==> config.mk <==
export PLATFORM = sky130hd
export DESIGN_NAME = spi_arbiter
export DESIGN_NICKNAME = d
export VERILOG_FILES = /design/src/rtl/spi_arbiter.sv
export SDC_FILE = /design/constraint.sdc
export NUM_CORES = 1
export LEC_CHECK = 0
export BUFFER_PORTS_ARGS = -buffer_cell sky130_fd_sc_hd__clkbuf_2
export CAP_MARGIN = 20
export CORE_ASPECT_RATIO = 1.25
export CORE_MARGIN = 1
export CORE_UTILIZATION = 41
export DETAILED_ROUTE_END_ITERATION = 12
export GPL_TIMING_DRIVEN = 0
export HOLD_SLACK_MARGIN = 0.08
export PLACE_DENSITY = 0.77
export SLEW_MARGIN = 20
export SYNTH_ARGS = -nofsm -noshare
export SYNTH_HDL_FRONTEND = slang
export SYNTH_SLANG_ARGS = --single-unit
==> constraint.sdc <==
create_clock -name sys_clk -period 2.8 [get_ports sys_clk]
set_clock_uncertainty 0.15 [all_clocks]
set_input_delay 0 -clock sys_clk [delete_from_list [all_inputs] [get_ports sys_clk]]
set_output_delay 0 -clock sys_clk [all_outputs]
set_load 0.005 [all_outputs]
==> src/rtl/spi_arbiter.sv <==
// spi_arbiter: shares one spi_master between two frame requesters.
// Round-robin on contention, setup/gap spacing around m_spi_en,
// illegal-mode rejection and a per-frame timeout on m_spi_done.
module spi_arbiter #(
    parameter int SETUP_CYC   = 4,
    parameter int GAP_CYC     = 8,
    parameter int TIMEOUT_CYC = 4096
) (
    input  logic        sys_clk,
    input  logic        rst_n,
    input  logic        req0_valid,
    input  logic [1:0]  req0_mode,
    input  logic [15:0] req0_sdata,
    output logic        req0_ready,
    output logic [15:0] req0_rdata,
    output logic        req0_done,
    output logic        req0_err,
    input  logic        req1_valid,
    input  logic [1:0]  req1_mode,
    input  logic [15:0] req1_sdata,
    output logic        req1_ready,
    output logic [15:0] req1_rdata,
    output logic        req1_done,
    output logic        req1_err,
    output logic        m_spi_en,
    output logic [1:0]  m_spi_mode,
    output logic [15:0] m_spi_sdata,
    input  logic [15:0] m_spi_rdata,
    input  logic        m_spi_done,
    output logic        busy,
    output logic        grant_id
);

    localparam logic [3:0]  SETUP_LAST = 4'(SETUP_CYC - 1);
    localparam logic [3:0]  GAP_LAST   = 4'(GAP_CYC - 1);
    localparam logic [12:0] TMO_LAST   = 13'(TIMEOUT_CYC - 1);

    typedef enum logic [3:0] {
        IDLE  = 4'b0001,
        SETUP = 4'b0010,
        BUSY  = 4'b0100,
        GAP   = 4'b1000
    } state_t;

    state_t            state_reg, state_next;
    logic [3:0]        cnt_reg, cnt_next;
    logic [12:0]       tcnt_reg, tcnt_next;
    logic              rr_reg, rr_next;
    logic              gid_reg, gid_next;
    logic              err_pend_reg, err_pend_next;
    logic [1:0]        mode_reg, mode_next;
    logic [15:0]       sdata_reg, sdata_next;
    logic [1:0]        ready_reg, ready_next;
    logic [1:0]        done_reg, done_next;
    logic [1:0]        err_reg, err_next;
    logic [1:0][15:0]  rdata_reg, rdata_next;

    logic              pick;
    logic [1:0]        sel_mode;
    logic [15:0]       sel_sdata;

    // FSM state register
    always_ff @(posedge sys_clk or negedge rst_n) begin
        if (!rst_n) begin
            state_reg <= IDLE;
        end else begin
            state_reg <= state_next;
        end
    end

    // Next-state, counters, latched frame and requester pulses
    always_comb begin
        state_next    = state_reg;
        cnt_next      = cnt_reg;
        tcnt_next     = tcnt_reg;
        rr_next       = rr_reg;
        gid_next      = gid_reg;
        err_pend_next = 1'b0;
        mode_next     = mode_reg;
        sdata_next    = sdata_reg;
        ready_next    = 2'b00;
        done_next     = 2'b00;
        err_next      = 2'b00;
        rdata_next    = rdata_reg;
        pick          = 1'b0;
        sel_mode      = req0_mode;
        sel_sdata     = req0_sdata;

        case (state_reg)
            IDLE: begin
                if (err_pend_reg) begin
                    // Rejected frame: report it and skip granting this cycle,
                    // which also covers the requester still holding valid.
                    done_next[gid_reg] = 1'b1;
                    err_next[gid_reg]  = 1'b1;
                end else if (req0_valid || req1_valid) begin
                    if (req0_valid && req1_valid) begin
                        pick    = rr_reg;
                        rr_next = ~rr_reg;
                    end else begin
                        pick = req1_valid;
                    end
                    sel_mode         = pick ? req1_mode : req0_mode;
                    sel_sdata        = pick ? req1_sdata : req0_sdata;
                    ready_next[pick] = 1'b1;
                    gid_next         = pick;
                    mode_next        = sel_mode;
                    sdata_next       = sel_sdata;
                    // Only modes 1 and 3 are legal (bit 0 set)
                    if (sel_mode[0]) begin
                        state_next = SETUP;
                        cnt_next   = 4'd0;
                    end else begin
                        err_pend_next = 1'b1;
                    end
                end
            end
            SETUP: begin
                if (cnt_reg == SETUP_LAST) begin
                    state_next = BUSY;
                    tcnt_next  = 13'd0;
                end else begin
                    cnt_next = cnt_reg + 4'd1;
                end
            end
            BUSY: begin
                // A done arriving on the timeout cycle still counts as success
                if (m_spi_done) begin
                    rdata_next[gid_reg] = m_spi_rdata;
                    done_next[gid_reg]  = 1'b1;
                    state_next          = GAP;
                    cnt_next            = 4'd0;
                end else if (tcnt_reg == TMO_LAST) begin
                    done_next[gid_reg] = 1'b1;
                    err_next[gid_reg]  = 1'b1;
                    state_next         = GAP;
                    cnt_next           = 4'd0;
                end else begin
                    tcnt_next = tcnt_reg + 13'd1;
                end
            end
            GAP: begin
                if (cnt_reg == GAP_LAST) begin
                    state_next = IDLE;
                end else begin
                    cnt_next = cnt_reg + 4'd1;
                end
            end
            default: begin
                state_next = IDLE;
            end
        endcase
    end

    // Datapath registers, all cleared asynchronously
    always_ff @(posedge sys_clk or negedge rst_n) begin
        if (!rst_n) begin
            cnt_reg      <= 4'd0;
            tcnt_reg     <= 13'd0;
            rr_reg       <= 1'b0;
            gid_reg      <= 1'b0;
            err_pend_reg <= 1'b0;
            mode_reg     <= 2'd1;
            sdata_reg    <= 16'd0;
            ready_reg    <= 2'b00;
            done_reg     <= 2'b00;
            err_reg      <= 2'b00;
            rdata_reg    <= '0;
        end else begin
            cnt_reg      <= cnt_next;
            tcnt_reg     <= tcnt_next;
            rr_reg       <= rr_next;
            gid_reg      <= gid_next;
            err_pend_reg <= err_pend_next;
            mode_reg     <= mode_next;
            sdata_reg    <= sdata_next;
            ready_reg    <= ready_next;
            done_reg     <= done_next;
            err_reg      <= err_next;
            rdata_reg    <= rdata_next;
        end
    end

    assign m_spi_en    = (state_reg == BUSY);
    assign m_spi_mode  = mode_reg;
    assign m_spi_sdata = sdata_reg;
    assign busy        = (state_reg != IDLE);
    assign grant_id    = gid_reg;

    assign req0_ready = ready_reg[0];
    assign req0_done  = done_reg[0];
    assign req0_err   = err_reg[0];
    assign req0_rdata = rdata_reg[0];
    assign req1_ready = ready_reg[1];
    assign req1_done  = done_reg[1];
    assign req1_err   = err_reg[1];
    assign req1_rdata = rdata_reg[1];

endmodule

**After elaboration in Yosys (flattened, before gate mapping)**

Index checks and enable logic that the tools add are counted.

- Bits in registers: 80
- Input bits: 57
- Output and inout port bits: 59
- Logic and storage cells: 97

- $add $sub $neg: 2
- $lt $le $gt $ge: 4
- Equal/unequal tests: 18
- Multiplexer cells: 46
- Bitwise logic cells: 2
- Reduce and logical (&&, ||, !) cells: 12

Operators with widths:

| kind | number |
|---|---|
| $mux 4 | 14 |
| $mux 13 | 3 |
| $bwmux 32 | 1 |
| $mux 16 | 2 |
| $pmux 4 s4 | 2 |
| $pmux 13 s2 | 1 |
| $ne 2x2->1 const B | 9 |
| $demux 16 s1 | 1 |
| $mux 2 | 8 |
| $add 13x1->13 const B | 1 |
| $eq 13x12->1 const B | 1 |
| $mux 1 | 10 |
| $eq 4x2->1 const B | 2 |
| $eq 4x3->1 const B | 2 |
| $pmux 2 s2 | 2 |
| $reduce_and 4->1 | 2 |
| $reduce_and 7->1 | 1 |
| $reduce_and 6->1 | 1 |
| $add 4x1->4 const B | 1 |
| $eq 4x1->1 const B | 1 |
| $eq 4x4->1 const B | 1 |
| $lt 1x2->1 const B | 2 |
| $ne 4x1->1 const B | 1 |
| $reduce_bool 4->1 | 1 |
| other kinds (9) | 14 |

**Depth between registers and ports, before layout**

- Depth after elaboration: 12
- Depth in mapped cells: 9
- Mapped depth without buffers: 6

**Worst setup path before layout**

No wires, ideal clock.

- Path type: register to register
- Start: reg tcnt_reg[0]
- End: reg cnt_reg[1]
- Arrival time: 1.820 ns
- Data required time: 2.522 ns
- Path slack: 0.703 ns
- Stages on the path, launching flop included: 8
- Buffers on the path: 1
- Cells stage by stage: dfrtp_1 -> ha_1 -> nand3_1 -> nor4_2 -> nand2b_2 -> buf_6 -> o211ai_2 -> mux2_1

- Cells in the longest elaborated chain, start to end: 3

RTL lines:

| item | line | source |
|---|---|---|
| from (decl) | 47 | `logic [12:0] tcnt_reg, tcnt_next;` |
| from (signal assigned) | 171 | `tcnt_reg <= tcnt_next;` |
| $eq 13x12->1 | 133 | `end else if (tcnt_reg == TMO_LAST) begin` |
| $ne 3x1->1 (no source line) | - |  |
| $reduce_and 7->1 (no source line) | - |  |
| to (signal assigned) | 170 | `cnt_reg <= cnt_next;` |
| to (decl) | 46 | `logic [3:0] cnt_reg, cnt_next;` |

Every way passes these cells.
A chain may end at the register's enable or synchronous reset.

**Worst setup path after layout**

- Start: reg rr_reg
- End: reg sdata_reg[13] (netlist: m_spi_sdata[13])

- Cells in the longest elaborated chain, start to end: 5

RTL lines:

| item | line | source |
|---|---|---|
| from (decl) | 48 | `logic rr_reg, rr_next;` |
| from (signal assigned) | 172 | `rr_reg <= rr_next;` |
| $mux 1 | 97 | `if (req0_valid && req1_valid) begin` |
| $mux 1 | 96 | `end else if (req0_valid \|\| req1_valid) begin` |
| $mux 1 | 91 | `if (err_pend_reg) begin` |
| $mux 1 | 89 | `case (state_reg)` |
| $mux 16 | 104 | `sel_sdata = pick ? req1_sdata : req0_sdata;` |
| to (signal assigned) | 176 | `sdata_reg <= sdata_next;` |
| to (decl) | 52 | `logic [15:0] sdata_reg, sdata_next;` |

Every way passes these cells. The select of a mux whose other input is x is not followed.

==> summary.md <==
| Metric | Value |
|---|---|
| Outcome | `complete, no violations` |
| # Post-CTS Setup Buffers | `0` |
| Worst R2R End | `m_spi_sdata[13]$_DFFE_PN0P_` |
| Syn Nets | `371` |
| Antenna violations before repair | `0` |
| Register share of total power | `~43%` |
| Post-layout power | `3.48 mW` |
| I/O Buffers | `114` |
| Final net count | `556` |
| RSZ-0062 raised after global routing | `no` |
| Slew @ Worst Pin | `0.545 ns` |
| Final Core Density | `60.7%` |
| Asr flop ratio synth | `100%` |
| Root Buffer | `clkbuf_8` |
| Final hold vios | `0` |
| Crit Path Max Fanout | `10` |
| Gate power share | `between 20% and 30%` |
| Worst hold stages | `5` |
| Area delta synth->final | `42.9%` |
| F_max | `374 MHz` |
| Drt total wl | `9.61 mm` |
| Power per cell area | `between 600 and 700 nW/um2` |
| Leakage power | `2.75 nW` |
| Die width | `87.2 um` |
| Die Ht | `108 um` |
| Int Pwr | `2.40 mW` |
| Cell Area, Placed | `4470 um2` |
| Row cnt | `38` |
| CTS Buf Count | `9` |
| Number of global-route vias before repair | `3248` |
| Post-DP HPWL | `6.08 mm` |
| Leading area contributor after synthesis | `dfrtp_1` |
| GR Overflow Total | `0` |
| Post-route ant nets | `0` |
| Synth warnings | `0` |
| Mapped Area | `3720 um2` |
| TritonCTS clock tree | `done` |
| CTS sink cnt | `80` |
| Number of synthesized register bits | `80` |
| Reg2reg setup slack | `0.13 ns` |
| Syn Inst Count | `about 310` |
| Setup slack at placement | `0.362 ns` |
| Ranking of synthesized cells by area | `dfrtp_1 (53%), mux2_4 (8.1%), mux2i_1 (4.6%), mux2_2 (3.6%), nand2_1 (3.1%)` |
| Routability Congestion | `0.833` |
| Global-route wire length before repair | `15.5 mm` |
| I/O pins | `116` |
| Total number of vias | `3179` |
| Number of inserted diodes | `0` |
| Peak supply drop | `0.000482 V` |
| Final Cycle Share | `95.5%` |
| Pins over their slew limit | `0` |
| Crit path launch | `rr_reg$_DFFE_PN0P_` |
| Hold Crit Start | `req1_mode[0]` |
| Largest net degree at the start of global routing | `56` |
| Setup CP Type | `reg2reg` |
| Syn_area_per_cell | `11.9 um2` |
| Worst Hold Path EP | `cnt_reg[3]$_DFFE_PN0P_` |
| Crit end category | `flip-flop` |
| Share of cells above drive strength 1 | `37.5%` |
| Distinct cells, synth | `57` |
| Synth top area share | `52.5%` |
| Switching share of power | `31.0%` |
| Reg2reg path depth | `6` |
| Die ar. | `9450 um2` |
| H-tree level count | `3` |
| Seq/Total Area, Yosys | `between 50% and 60%` |
| Clock Latency Late Sink | `0.35 ns` |
| Via density | `5.11` |
| Drt wl/cell | `15.4 um` |
| HP Class | `in2reg` |
| Clock transition at path regs | `0.08 ns` |
| Clock power share | `29.4%` |
| WP data required | `2.86 ns` |
| Post-route setup TNS | `0 ns` |
| Initial core utilization | `42.5%` |
| Final worst slack | `0.127 ns` |
| Ys flop type | `dfrtp_1` |
| Final Critical Period | `2.67 ns` |
| First-pass DRT Iterations | `4` |
| Core Footprint | `8750 um2` |
| Critical Path Start Type | `flip-flop` |
| RR Startpoint | `rr_reg$_DFFE_PN0P_` |
| NetSw | `1.08 mW` |
| Drc violations | `0` |
| Worst endpoint data arrival time | `2.73 ns` |
| Post-synth EDFFs | `0` |
| Final instance area | `roughly 5300 um2` |
| Relative slew slack | `63.1%` |
| CTS Buffer Depth | `2` |
| Number of DRC markers in iteration 0 | `151` |
| Max Cap Viol | `0` |
| Total Routing Usage GR | `21.4%` |
| Final setup fails | `0` |
metal layers:
metal | track usage, % | routed length (um) | up-vias
met5 | 0 | 0 | -
met4 | 10.1 | 218 | 0
met3 | 5.57 | 564 | 22
met2 | 37.2 | 4950 | 127
met1 | 24.3 | 3870 | 1541
li1 | - | - | 1489
what timing repair did:
item / CTS / global route
gates resized for setup: 0 / 2
hold buffers: 59 / 0
endpoints found under the hold margin: 140 / 0
setup endpoints to repair: 0 / 8
worst max-delay path: stages (launching register included):
cell and delay [ns]:
dfrtp_1 0.41, nand2b_1 0.19, nand2_1 0.41, clkbuf_2 0.43, mux2i_1 0.26, dlygate4sd3_1 0.58, o21ai_0 0.10
per-stage QoR:
step                      hold slack (ns)  cells
final                               0.109    622
after global routing                0.156    622
after CTS                           0.101    622
after detailed placement           -0.176    547
after global placement             0.0968    546
after floorplan                    -0.446    312
worst max path at each step:
stage          slack (ns)                           to  depth (start not counted)
2_1_floorplan        0.70       cnt_reg[1]$_DFFE_PN0P_                          7
3_3_place_gp         0.44       cnt_reg[1]$_DFFE_PN0P_                          7
3_5_place_dp         0.36       cnt_reg[1]$_DFFE_PN0P_                          7
4_1_cts              0.03  m_spi_sdata[10]$_DFFE_PN0P_                          6
5_1_grt              0.03  m_spi_sdata[13]$_DFFE_PN0P_                          6
6_report             0.13  m_spi_sdata[13]$_DFFE_PN0P_                          6
kinds of logic after synthesis:
kind of cell	after synthesis	share of synthesized area, %
AND/OR/NAND/NOR	90	13.9
multiplexers	50	16.6
flip-flops	80	53.9
AO/OA/AOI/OAI	66	10.9
XOR/XNOR	2	0.471
buffers and inverters	22	3.57
adder cells (fa/ha/maj)	2	0.673
placed cells by master, fill, tap and decap left out, types with 11 or more instances in the layout:
cell / n
dlygate4sd3_1: 58
clkbuf_2: 114
dfrtp_1: 78
mux2_2: 12
mux2_4: 20
nor2_1: 14
mux2i_1: 17
o21ai_0: 17
o21ai_1: 15
nand2_1: 31
nand3_1: 11
final cells by class:
| class | count | area, um2 |
|---|---|---|
| Tap cell | 120 | 150 |
| Clock inverter | 6 | 115 |
| Multi-Input combinational cell | 210 | 1580 |
| Sequential cell | 80 | 2000 |
| Timing Repair Buffer | 174 | 1200 |
| Inverter | 8 | 35.0 |
| Fill cell | 722 | 3440 |
| Buffer | 14 | 98.8 |
| Clock buffer | 10 | 128 |
synthesized netlist by cell type (all sizes together), types with 4 or more instances:
library cell and number:
nor2 16, inv 7, mux2 33, mux2i 17, o21ai 33, dfrtp 78, nand2 31, nand4 6
clkbuf 5, nand3 13, buf 9, a21oi 9, o31ai 4, nand2b 4
power groups by stage:
| stage | clock [mW] | sequential, mW | combinational [mW] |
|---|---|---|---|
| floorplan | 0 | 1.51 | 0.439 |
| global placement | 0 | 1.51 | 0.787 |
| detailed placement | 0 | 1.52 | 0.819 |
| CTS | 1.05 | 1.50 | 0.916 |
| global route | 1.10 | 1.53 | 1.04 |
| finish | 1.02 | 1.51 | 0.949 |
Note: power is estimated with default switching activity, not from simulation.
